--- src/rtl/soc_bus_pkg.sv ---
// Shared SoC peripheral bus definitions: arbiter state/owner types, bus widths
// and the address-region map used by the arbiter and the subordinate mux.
package soc_bus_pkg;

  localparam int unsigned SOC_DATA_WIDTH = 32;
  localparam int unsigned SOC_BE_WIDTH   = 4;

  localparam logic [SOC_DATA_WIDTH-1:0] DEFAULT_ERR_RDATA = 32'hDEAD_BEEF;

  // Region selectors occupy address bits [27:24].
  localparam logic [3:0] REGION_RAM       = 4'h0;
  localparam logic [3:0] REGION_SPI_FLASH = 4'h2;
  localparam logic [3:0] REGION_UART      = 4'hA;
  localparam logic [3:0] REGION_LED       = 4'hF;

  typedef enum logic [1:0] {
    IDLE,
    REQ,
    RESP
  } arb_state_t;

  typedef enum logic [1:0] {
    OWN_NONE,
    OWN_DATA,
    OWN_INSTR
  } arb_owner_t;

  function automatic logic [3:0] addr_region(input logic [31:0] addr);
    return addr[27:24];
  endfunction

  function automatic logic is_mapped(input logic [31:0] addr);
    logic [3:0] region;
    region = addr_region(addr);
    return (region == REGION_RAM) || (region == REGION_SPI_FLASH) ||
           (region == REGION_UART) || (region == REGION_LED);
  endfunction

endpackage

--- src/rtl/soc_bus_arbiter.sv ---
// Arbitrates the instruction-fetch and data OBI managers onto the single peripheral bus,
// holding the winner's request fields stable until its response or a watchdog timeout.
module soc_bus_arbiter
  import soc_bus_pkg::*;
#(
  parameter int unsigned               ADDR_WIDTH      = 32,
  parameter int unsigned               MAX_DATA_STREAK = 4,
  parameter int unsigned               TIMEOUT_CYCLES  = 1024,
  parameter logic [SOC_DATA_WIDTH-1:0] ERR_RDATA       = DEFAULT_ERR_RDATA
) (
  input  logic                      clk_i,
  input  logic                      rst_ni,

  input  logic                      instr_req_i,
  input  logic [ADDR_WIDTH-1:0]     instr_addr_i,
  output logic                      instr_gnt_o,
  output logic                      instr_rvalid_o,
  output logic [SOC_DATA_WIDTH-1:0] instr_rdata_o,

  input  logic                      data_req_i,
  input  logic [ADDR_WIDTH-1:0]     data_addr_i,
  input  logic                      data_we_i,
  input  logic [SOC_BE_WIDTH-1:0]   data_be_i,
  input  logic [SOC_DATA_WIDTH-1:0] data_wdata_i,
  output logic                      data_gnt_o,
  output logic                      data_rvalid_o,
  output logic [SOC_DATA_WIDTH-1:0] data_rdata_o,

  output logic                      bus_req_o,
  output logic [ADDR_WIDTH-1:0]     bus_addr_o,
  output logic                      bus_we_o,
  output logic [SOC_BE_WIDTH-1:0]   bus_be_o,
  output logic [SOC_DATA_WIDTH-1:0] bus_wdata_o,
  input  logic                      bus_gnt_i,
  input  logic                      bus_rvalid_i,
  input  logic [SOC_DATA_WIDTH-1:0] bus_rdata_i,

  output logic                      timeout_o,
  output logic                      busy_o
);

  localparam logic [7:0]  STREAK_MAX = 8'(MAX_DATA_STREAK);
  localparam logic [15:0] WDOG_LAST  = 16'(TIMEOUT_CYCLES - 1);

  arb_state_t state_q, state_d;
  arb_owner_t owner_q, owner_d;

  logic [7:0]                streak_q, streak_d;
  logic [15:0]               wdog_q, wdog_d;
  logic [ADDR_WIDTH-1:0]     addr_q, addr_d;
  logic                      we_q, we_d;
  logic [SOC_BE_WIDTH-1:0]   be_q, be_d;
  logic [SOC_DATA_WIDTH-1:0] wdata_q, wdata_d;

  logic                      instr_wins;
  logic                      grant;
  logic                      resp_valid;
  logic                      resp_timeout;
  logic [SOC_DATA_WIDTH-1:0] resp_data;

  // Data normally has priority; a full streak of data wins hands the next slot to fetch.
  assign instr_wins = instr_req_i && (!data_req_i || (streak_q == STREAK_MAX));

  always_ff @(posedge clk_i) begin
    if (!rst_ni) begin
      state_q  <= IDLE;
      owner_q  <= OWN_NONE;
      streak_q <= '0;
      wdog_q   <= '0;
      addr_q   <= '0;
      we_q     <= 1'b0;
      be_q     <= '0;
      wdata_q  <= '0;
    end else begin
      state_q  <= state_d;
      owner_q  <= owner_d;
      streak_q <= streak_d;
      wdog_q   <= wdog_d;
      addr_q   <= addr_d;
      we_q     <= we_d;
      be_q     <= be_d;
      wdata_q  <= wdata_d;
    end
  end

  always_comb begin
    state_d      = state_q;
    owner_d      = owner_q;
    streak_d     = streak_q;
    wdog_d       = wdog_q;
    addr_d       = addr_q;
    we_d         = we_q;
    be_d         = be_q;
    wdata_d      = wdata_q;
    grant        = 1'b0;
    resp_valid   = 1'b0;
    resp_timeout = 1'b0;
    resp_data    = '0;

    case (state_q)
      IDLE: begin
        if (instr_wins) begin
          owner_d  = OWN_INSTR;
          addr_d   = instr_addr_i;
          we_d     = 1'b0;
          be_d     = '1;
          wdata_d  = '0;
          streak_d = '0;
          state_d  = REQ;
        end else if (data_req_i) begin
          owner_d = OWN_DATA;
          addr_d  = data_addr_i;
          we_d    = data_we_i;
          be_d    = data_be_i;
          wdata_d = data_wdata_i;
          if (instr_req_i) begin
            streak_d = (streak_q >= STREAK_MAX) ? STREAK_MAX : streak_q + 8'd1;
          end else begin
            streak_d = '0;
          end
          state_d = REQ;
        end
      end

      REQ: begin
        if (bus_gnt_i) begin
          grant   = 1'b1;
          wdog_d  = '0;
          state_d = RESP;
        end
      end

      RESP: begin
        // A real response on the expiry cycle takes precedence over the error reply.
        if (bus_rvalid_i) begin
          resp_valid = 1'b1;
          resp_data  = bus_rdata_i;
          state_d    = IDLE;
        end else if (wdog_q == WDOG_LAST) begin
          resp_valid   = 1'b1;
          resp_timeout = 1'b1;
          resp_data    = ERR_RDATA;
          state_d      = IDLE;
        end else begin
          wdog_d = wdog_q + 16'd1;
        end
      end

      default: state_d = IDLE;
    endcase
  end

  // Every output is forced low while reset is asserted, even before the reset edge lands.
  assign bus_req_o   = rst_ni && (state_q == REQ);
  assign busy_o      = rst_ni && (state_q != IDLE);
  assign bus_addr_o  = rst_ni ? addr_q : '0;
  assign bus_we_o    = rst_ni && we_q;
  assign bus_be_o    = rst_ni ? be_q : '0;
  assign bus_wdata_o = rst_ni ? wdata_q : '0;

  assign instr_gnt_o    = rst_ni && grant && (owner_q == OWN_INSTR);
  assign data_gnt_o     = rst_ni && grant && (owner_q == OWN_DATA);
  assign instr_rvalid_o = rst_ni && resp_valid && (owner_q == OWN_INSTR);
  assign data_rvalid_o  = rst_ni && resp_valid && (owner_q == OWN_DATA);
  assign instr_rdata_o  = instr_rvalid_o ? resp_data : '0;
  assign data_rdata_o   = data_rvalid_o ? resp_data : '0;
  assign timeout_o      = rst_ni && resp_timeout;

endmodule

--- config.mk ---
export PLATFORM = sky130hd
export DESIGN_NAME = soc_bus_arbiter
export DESIGN_NICKNAME = d
export VERILOG_FILES = /design/src/rtl/soc_bus_pkg.sv /design/src/rtl/soc_bus_arbiter.sv
export SDC_FILE = /design/constraint.sdc
export NUM_CORES = 1
export LEC_CHECK = 0
export BUFFER_PORTS_ARGS = -buffer_cell sky130_fd_sc_hd__buf_2
export CAP_MARGIN = 0
export CORE_AREA = 2 2 109 111
export DETAILED_ROUTE_END_ITERATION = 12
export DIE_AREA = 0 0 111 113
export MAX_ROUTING_LAYER = met4
export PLACE_DENSITY = 0.9
export SLEW_MARGIN = 20
export SYNTH_ARGS = -nofsm -noshare
export SYNTH_HDL_FRONTEND = slang
export SYNTH_SLANG_ARGS = --single-unit
--- constraint.sdc ---
create_clock -name clk_i -period 3.64 [get_ports clk_i]
set_clock_uncertainty 0.1 [all_clocks]
set_input_delay 0 -clock clk_i [delete_from_list [all_inputs] [get_ports clk_i]]
set_output_delay 0 -clock clk_i [all_outputs]
set_load 0.01 [all_outputs]
==> results.txt, run 1 <==
Status -> finished clean
Count leader, synth -> nor2_1
Largest cells by area after synthesis -> dfxtp_1, a22oi_1, and2_1, nor2_1, nand2_1
Critical path required time -> 3.77 ns
Final HPWL DP -> 11.40 mm
TritonCTS Buffers -> 9
Mapped Avg Cell Area -> 7.784 µm²
GRT Util Overall -> 30.91%
Finished Cell Area -> 7707 µm²
Internal power -> 2.037 mW
Synth top area share -> 39.10%
VDD IR-drop max -> 0.2634 mV
Startpoint types -> flop
Die footprint -> 12540 µm²
Clock-pin slew on the worst setup and hold paths -> 0.07 ns
Unique cell type count in the Yosys netlist -> 56
PortBufs -> 278
Metal1 wirelength -> 7.107 mm
CTS Sinks -> 97
Vias in the first global route -> 6149
Slew @ Worst Pin -> 0.9537 ns
Post-route minimum period -> 2.796 ns
Final period util -> 76.82%
Ant. Diodes -> 0
Via Count -> 6282
Worst r2r dst -> addr_q[21]
Highest clock rate -> 357.6 MHz
Core area -> 11270 µm²
Routed len/inst -> 17.40 µm
Root buf cell -> clkbuf_16
Worst Hold End -> streak_q[2]
Metal2 WL -> 9.749 mm
Post-place setup slack -> 1.431 ns
Post-route ant nets -> 0
CTS Buffer Depth -> 2
Commonest cells in the netlist -> nor2_1, dfxtp_1, and2_1
Worst min path class -> in -> reg
Number of synthesized flops with an enable pin -> 0
WS Path Type -> reg -> reg
Main synth FF type -> dfxtp_1
Fraction of registers with async set/reset -> 0%
Maxcap violations -> 0
Placement Cell Area -> 6389 µm²
CP endpoint kind -> flop
Worst reg2reg path depth -> 10
Gpl congestion -> 0.9725
Worst setup margin -> 0.8438 ns
Syn Inst Count -> 638
Largest net degree at the start of global routing -> 81
Sw frac -> 29.53%
CP Max Fanout -> 34
Hold wc startpoint -> data_req_i
Hold WS -> 0.05492 ns
Final-report setup violation count -> 0
Chip Height -> 113 µm
Worst R2R Start -> streak_q[0]
Rows -> 39
Crit path DAT -> 2.93 ns
Synth-to-layout area growth -> 55.20%
Max-slew headroom -> 36.23%
Top sig layer -> met4
Fin. Hold Viols -> 0
Hold path cells -> 5
Pleak -> 3.795 nW
Fin nets -> 1130
Ys Warns -> 0
Mapped Area -> 4966 µm²
Combinational power share -> 25.4%
Setup_tns -> 0 ns
First-pass GRT wire length -> 30.55 mm
Routed wire length -> 19.76 mm
Initial core utilization -> 44.06%
Met3 wire len -> 1.693 mm
Fraction of layout cells with a size suffix above 1 -> 32.43%
Syn nets -> 780
Clock share of power -> 33.0%
NetSw -> 853.8 µW
Initial DRC count -> 545
Seq pwr share -> 41.6%
Leading area contributor after synthesis -> dfxtp_1
#FFs+latches synth -> 97
# DRC -> 0
Drt first pass iters -> 6
Worst-Skew Late Latency -> 0.34 ns
Total design power -> 2.891 mW
Via density -> 5.530
Ports -> 279
Pwr Density -> 375.1 nW/µm²
RSZ-0062 raised after global routing -> false
GRT Residual Overflow -> 0
Initial antenna violation count -> 0
TritonCTS clock tree -> built
CTS H-Tree Depth -> 3
Sequential area share after synthesis -> 39.10%
DIE WIDTH -> 111 µm
FF-to-FF setup slack -> 0.84 ns
Final Max Slew Viols -> 0
state kept, by name, indices dropped and copies added (netlist names):
| register | count |
|---|---|
| wdata_q | 32 |
| state_q | 2 |
| wdog_q | 16 |
| streak_q | 8 |
| addr_q | 32 |
| we_q | 1 |
| owner_q | 2 |
| be_q | 4 |
cell usage in the layout, fill, tap and decap left out, types with 4 or more instances in the layout:
cell           instances
o221a_2                4
a31oi_1                4
nor3_1                 4
nor2b_1               28
clkbuf_16              9
nor2_1               117
buf_4                  7
nor4_1                 5
and3_1                 6
o21a_1                 4
a22oi_1               67
nand2_1               57
and2_1                73
inv_1                  7
dlygate4sd3_1        102
a21oi_1               42
nand4_1                6
o21ai_0               10
buf_2                278
nand3_1               12
dfxtp_1               97
cells by family after synthesis:
| logic type | Yosys count | share of synthesized area [%] |
|---|---|---|
| flip-flops | 97 | 39.10 |
| multiplexers | 1 | 0.2016 |
| XOR/XNOR | 1 | 0.1764 |
| AO/OA/AOI/OAI | 153 | 21.64 |
| buffers and inverters | 56 | 5.090 |
| adder cells (fa/ha/maj) | 3 | 0.7559 |
| AND/OR/NAND/NOR | 327 | 33.03 |
power groups by stage:
stage | clock network, mW | registers, mW | logic (mW)
finish | 0.955 | 1.20 | 0.733
global route | 1.01 | 1.21 | 0.785
CTS | 0.961 | 1.20 | 0.687
detailed placement | 0 | 1.22 | 0.566
global placement | 0 | 1.21 | 0.559
floorplan | 0 | 1.20 | 0.370
layout make-up:
class,count,area [µm²]
fill,817,3565
multi-input combinational,485,2794
timing repair buffer,387,2465
sequential,97,1942
clock buffer,11,242.7
tap,143,178.9
clock inverter,5,55.05
inverter,8,30.03
worst max-delay path, cell delays in order, from the launching register on:
cell and delay [ns]:
dfxtp_1 0.33, inv_1 0.07, ha_1 0.21, and3_1 0.20, a31oi_4 0.18, buf_4 0.39, nor2_2 0.05, buf_4 0.26
nand2_1 0.13, a21oi_1 0.12, dlygate4sd3_1 0.62
what timing repair did:
item | in CTS | in global routing
setup buffers | 0 | 0
resized for setup | 0 | 0
hold buffers | 102 | 0
endpoints found under the hold margin | 71 | 0
routing by layer:
metal	global-route usage (%)	vias up
li1	-	2910
met3	6.481	84
met2	52.68	428
met4	20.42	0
met1	32.57	2860
met5	-	-
metrics by stage:
step,std cells,util (%)
global route,1136,68.38
detailed placement,1018,56.68
global placement,1018,56.68
floorplan,638,-
finish,1136,68.38
CTS,1136,68.38
how the worst max path moves through the flow:
stage	startpoint	to	depth (start not counted)
2_1_floorplan	wdog_q[0]	wdog_q[2]	7
3_3_place_gp	wdog_q[0]	instr_rdata_o[7]	8
3_5_place_dp	wdog_q[0]	instr_rdata_o[11]	8
4_1_cts	streak_q[0]	addr_q[21]	10
5_1_grt	streak_q[0]	addr_q[26]	10
6_report	streak_q[0]	addr_q[21]	10
Power figures use the tool's default switching activity.
==> run 2, diff against run 1 <==
ABC_AREA = 1   (was unset)
CORE_AREA = 2 2 117 119   (was 2 2 109 111)
DIE_AREA = 0 0 119 121   (was 0 0 111 113)
PLACE_DENSITY = 0.88   (was 0.9)
clock period = 2.55 ns   (was 3.64 ns; I/O delays follow)
==> run 2 against run 1 <==
  * Cell area increased by 9.2%
  * Register-to-register slack got worse by 0.71 ns
  * Sequential power up 42%
  * Maximum frequency increased by 16%
  * Highest routed layer unchanged
  * Critical path type unchanged
  * Via count rose by 14%
  * Die area increased by 15%
  * Global-route usage is 4.0 points lower
  * Largest power group unchanged
  * Total power rose by 45%
==> results.txt, run 2 <==
Initial core utilization -> 41.54%
Multi-input gate area -> 2766 µm²
Main synth FF type -> dfxtp_1
Final HPWL DP -> 11.16 mm
Crit path DAT -> 2.59 ns
Largest cells by area after synthesis -> dfxtp_1, nand2_1, nand3_1, inv_1, nor2_1
FF/Latch Area -> 1942 µm²
# DRC -> 0
#FFs+latches synth -> 97
Fin. Hold Viols -> 0
PortBufs -> 278
Mapped Area -> 5435 µm²
Chip Height -> 121 µm
Worst-Skew Late Latency -> 0.34 ns
Fin nets -> 1393
Highest clock rate -> 414.6 MHz
Post-route ant nets -> 0
Critical path required time -> 2.73 ns
Die footprint -> 14400 µm²
Ports -> 279
Syn nets -> 1025
Post-place setup slack -> 0.4665 ns
Fraction of registers with async set/reset -> 0%
DIE WIDTH -> 119 µm
TritonCTS Buffers -> 9
CP endpoint kind -> flop
Largest net degree at the start of global routing -> 68
Clock-pin slew on the worst setup and hold paths -> 0.07 ns
Number of synthesized flops with an enable pin -> 0
TritonCTS clock tree -> built
Biggest regs -> addr_q x32, wdata_q x32, wdog_q x16
Commonest cells in the netlist -> nand2_1, inv_1, nor2_1
Non-Filler Instances -> 1433
Ys Warns -> 0
Final period util -> 94.58%
Worst min path class -> in -> reg
CTS H-Tree Depth -> 3
Inst Count DP -> 1299
Gpl congestion -> 0.9188
Commonest cells after routing, fill and taps aside -> buf_2, nand2_1, inv_1
Synth top area share -> 35.73%
FILL cells -> 1016
Core area -> 13090 µm²
Unique cell type count in the Yosys netlist -> 33
First-pass GRT wire length -> 30.84 mm
CTS Buffer Depth -> 2
Worst setup margin -> 0.1381 ns
Root buf cell -> clkbuf_16
Commonest non-fill, non-tap cell in the layout -> buf_2
Drt first pass iters -> 7
Fraction of layout cells with a size suffix above 1 -> 27.87%
Routed wire length -> 20.13 mm
Count leader, synth -> nand2_1
Status -> finished clean
Vias in the first global route -> 6799
Mapped Avg Cell Area -> 6.155 µm²
Syn Inst Count -> 883
Startpoint types -> flop
CTS Sinks -> 97
Final Max Slew Viols -> 0
Max-slew headroom -> 53.56%
Total design power -> 4.199 mW
Setup_tns -> 0 ns
GRT Util Overall -> 26.92%
Hold path cells -> 6
Final-report setup violation count -> 0
Via Count -> 7172
CP Max Fanout -> 40
Initial antenna violation count -> 0
Initial DRC count -> 558
Rows -> 42
WS Path Type -> reg -> reg
Pleak -> 4.986 nW
Post-route minimum period -> 2.412 ns
GRT Residual Overflow -> 0
Leading area contributor after synthesis -> dfxtp_1
Via density -> 5.005
Synth-to-layout area growth -> 54.90%
Slew @ Worst Pin -> 0.6965 ns
Worst reg2reg path depth -> 9
Routed len/inst -> 14.05 µm
Maxcap violations -> 0
Pwr Density -> 498.7 nW/µm²
VDD IR-drop max -> 0.3574 mV
RSZ-0062 raised after global routing -> false
Sequential area share after synthesis -> 35.73%
[run 2: cell types whose count changed after synthesis, sizes merged, moves of 5 or more]
cell	previous run	this run
nand3	12	106
a31oi	5	0
nor2b	28	0
o21ai	12	43
nor4	6	1
nand2	60	265
nor3	4	22
and3	6	0
a22oi	67	0
a21oi	43	21
inv	7	143
and2	73	0
[run 2: cell families after synthesis]
family	count (synthesis)	share of synthesized area, %
AND/OR/NAND/NOR	522	42.54
buffers and inverters	193	14.18
flip-flops	97	35.73
AO/OA/AOI/OAI	68	6.860
adder cells (fa/ha/maj)	3	0.6907
[run 2: critical path, stage by stage (launching register included)]
cell and delay [ns]:
dfxtp_1 0.33, nor2_2 0.29, o21ai_4 0.24, inv_2 0.12, buf_6 0.28, nand3_1 0.14
nand3_1 0.11, dlygate4sd3_1 0.57, nand2_1 0.06, inv_1 0.08
[run 2: what timing repair did]
action / CTS / global route
buffers inserted: 0 / 1
endpoints found under the hold margin: 72 / 0
endpoints found under the setup margin: 0 / 60
hold buffers: 112 / 0
resized for setup: 0 / 10
[run 2: metal layers]
metal	vias up	global-route usage [%]	part of all wire [%]	routed length, µm
met2	423	48.42	51	10220
met3	95	5.921	7.3	1463
met1	3214	27.05	37	7409
li1	3440	-	-	-
met4	0	15.33	5.2	1039
met5	-	-	0	0
[run 2: power breakdown]
| group | switching, mW | internal (mW) | leakage (nW) |
|---|---|---|---|
| combinational | 0.656 | 0.513 | 4.04 |
| sequential | 0.0591 | 1.64 | 0.794 |
| clock | 0.564 | 0.766 | 0.149 |
[run 2: final timing paths]
path | startpoint | endpoint | slack [ns]
setup / recovery | state_q[1] | addr_q[9] | 0.14
setup reg to reg | state_q[1] | addr_q[9] | 0.14
hold reg to reg | streak_q[6] | streak_q[6] | 0.34
hold / removal | bus_rvalid_i | wdog_q[7] | 0.11
[run 2: cell type report]
cell class,instances,area share [%]
antenna,1,0.02972
clock buffer,14,3.373
clock inverter,2,0.1189
inverter,144,6.420
multi-input combinational,596,32.86
sequential,97,23.06
tap,176,2.616
timing repair buffer,403,31.52
[run 2: per-stage QoR]
step	hold WS (ns)	util [%]	area, µm²
after floorplan	-0.04590	-	5435
after global placement	0.1016	52.74	6902
after detailed placement	0.1097	52.74	6902
after CTS	0.06463	63.56	8317
after global routing	0.1525	64.32	8417
final	0.1103	64.34	8419
==> run 3, diff against run 2 <==
CORE_AREA = 2 2 134 136   (was 2 2 117 119)
DIE_AREA = 0 0 136 138   (was 0 0 119 121)
PLACE_DENSITY = 0.72   (was 0.88)
==> run 3 against run 2 <==
  * Critical endpoint is now addr_q[30]
  * Largest power group unchanged
  * Die area rose by 30%
  * Non-clock buffer count down 4
  * Worst setup slack worse by 0.051 ns
==> results.txt, run 3 (synthesized netlist as in run 2, its figures left out) <==
Status -> finished clean
Biggest regs -> addr_q x32, wdata_q x32, wdog_q x16
TritonCTS clock tree -> built
CP endpoint kind -> flop
Top sig layer -> met4
Ports -> 279
Final-report setup violation count -> 0
Ant. Diodes -> 0
TritonCTS Buffers -> 9
Final HPWL DP -> 11.48 mm
Pleak -> 4.989 nW
Root buf cell -> clkbuf_16
Worst-Skew Late Latency -> 0.34 ns
Highest clock rate -> 406.0 MHz
# DRC -> 0
Crit path DAT -> 2.65 ns
Clock-pin slew on the worst setup and hold paths -> 0.07 ns
Metal1 wirelength -> 7.199 mm
Final Util -> 48.19%
CP Max Fanout -> 23
Commonest non-fill, non-tap cell in the layout -> buf_2
Pwr Density -> 514.0 nW/µm²
Maxcap violations -> 0
Via Count -> 6815
Final Max Slew Viols -> 0
Routed len/inst -> 12.27 µm
Final period util -> 96.59%
WS Path Type -> reg -> reg
First-pass GRT wire length -> 27.65 mm
Routed wire length -> 18.14 mm
Metal2 WL -> 9.176 mm
NetSw -> 1.246 mW
Via density -> 4.611
Critical path required time -> 2.73 ns
VDD IR-drop max -> 0.2920 mV
Synth-to-layout area growth -> 55.48%
Worst min path class -> in -> reg
GRT Util Overall -> 18.57%
Clock share of power -> 35.3%
CTS Buffer Depth -> 2
DIE WIDTH -> 136 µm
Initial DRC count -> 429
Met3 wire len -> 1.229 mm
Die footprint -> 18770 µm²
Rows -> 49
Slew @ Worst Pin -> 0.6479 ns
Initial core utilization -> 31.00%
Internal power -> 3.097 mW
Max-slew headroom -> 56.81%
Gpl congestion -> 0.8879
Fraction of layout cells with a size suffix above 1 -> 28.10%
PortBufs -> 278
Commonest cells after routing, fill and taps aside -> buf_2, nand2_1, inv_1
GRT Residual Overflow -> 0
Fin. Hold Viols -> 0
Seq pwr share -> 39.0%
Largest net degree at the start of global routing -> 139
Initial antenna violation count -> 0
Core area -> 17530 µm²
CTS Sinks -> 97
Worst setup margin -> 0.08690 ns
Vias in the first global route -> 6011
Fin nets -> 1387
Chip Height -> 138 µm
Post-route minimum period -> 2.463 ns
Post-route ant nets -> 0
Combinational power share -> 25.7%
Sw frac -> 28.69%
Post-place setup slack -> 0.4655 ns
Drt first pass iters -> 5
Hold WS -> 0.01491 ns
Startpoint types -> flop
CTS H-Tree Depth -> 3
-- run 3: cell count changes in the layout (fill, tap and decap cells not counted), moves of 2 or more --
cell	change
buf_12	+2
buf_4	+4
bufinv_16	+3
clkbuf_8	-4
dlygate4sd3_1	-9
nor2_1	+2
nor2_2	-2
-- run 3: layout make-up --
type | count | area, µm²
clock buffers | 9 | 225.2
multi-input cells | 594 | 2740
well taps | 229 | 286.5
repair buffers | 399 | 2609
clock inverters | 6 | 107.6
flip-flops and latches | 97 | 1942
inverters | 144 | 540.5
fillers | 1659 | 9084
-- run 3: critical path: stages, from the launching register on --
cell and delay (ns):
dfxtp_1 0.32, nor2_1 0.24, o21ai_4 0.21, buf_12 0.19, nor2_4 0.23, buf_12 0.21
nand2_1 0.09, nand3_1 0.09, dlygate4sd3_1 0.55, nand2_1 0.06, inv_1 0.09
-- run 3: worst paths after layout --
| path | start | end | slack, ns | cells past startpoint |
|---|---|---|---|---|
| setup / recovery | state_q[1] | addr_q[30] | 0.09 | 10 |
| hold / removal | data_req_i | streak_q[4] | 0.01 | 4 |
| setup reg to reg | state_q[1] | addr_q[30] | 0.09 | 10 |
| hold reg to reg | streak_q[7] | streak_q[7] | 0.34 | 2 |
-- run 3: routing by layer --
metal,vias to the layer above,GRT usage (%)
li1,3412,-
met1,3034,20.70
met2,313,32.56
met3,56,3.337
met4,0,7.182
met5,-,-
-- run 3: power groups by stage --
stage / combinational, mW / sequential [mW] / clock [mW]
floorplan: 0.558 / 1.71 / 0
global placement: 0.846 / 1.72 / 0
detailed placement: 0.852 / 1.73 / 0
CTS: 1.06 / 1.69 / 1.57
global route: 1.23 / 1.71 / 1.65
finish: 1.12 / 1.69 / 1.53
-- run 3: what timing repair did --
item / CTS / global route
setup buffers: 0 / 7
resized for setup: 0 / 3
hold buffers: 103 / 0
setup endpoints to repair: 0 / 41
hold endpoints to repair: 72 / 0
-- run 3: metrics by stage --
stage	instance area, µm²	setup TNS [ns]	power, mW	std cells
2_1_floorplan	5435	0	2.269	883
3_3_place_gp	6998	0	2.568	1352
3_5_place_dp	6998	0	2.578	1352
4_1_cts	8362	0	4.327	1470
5_1_grt	8451	-0.2884	4.580	1478
6_report	8451	0	4.343	1478
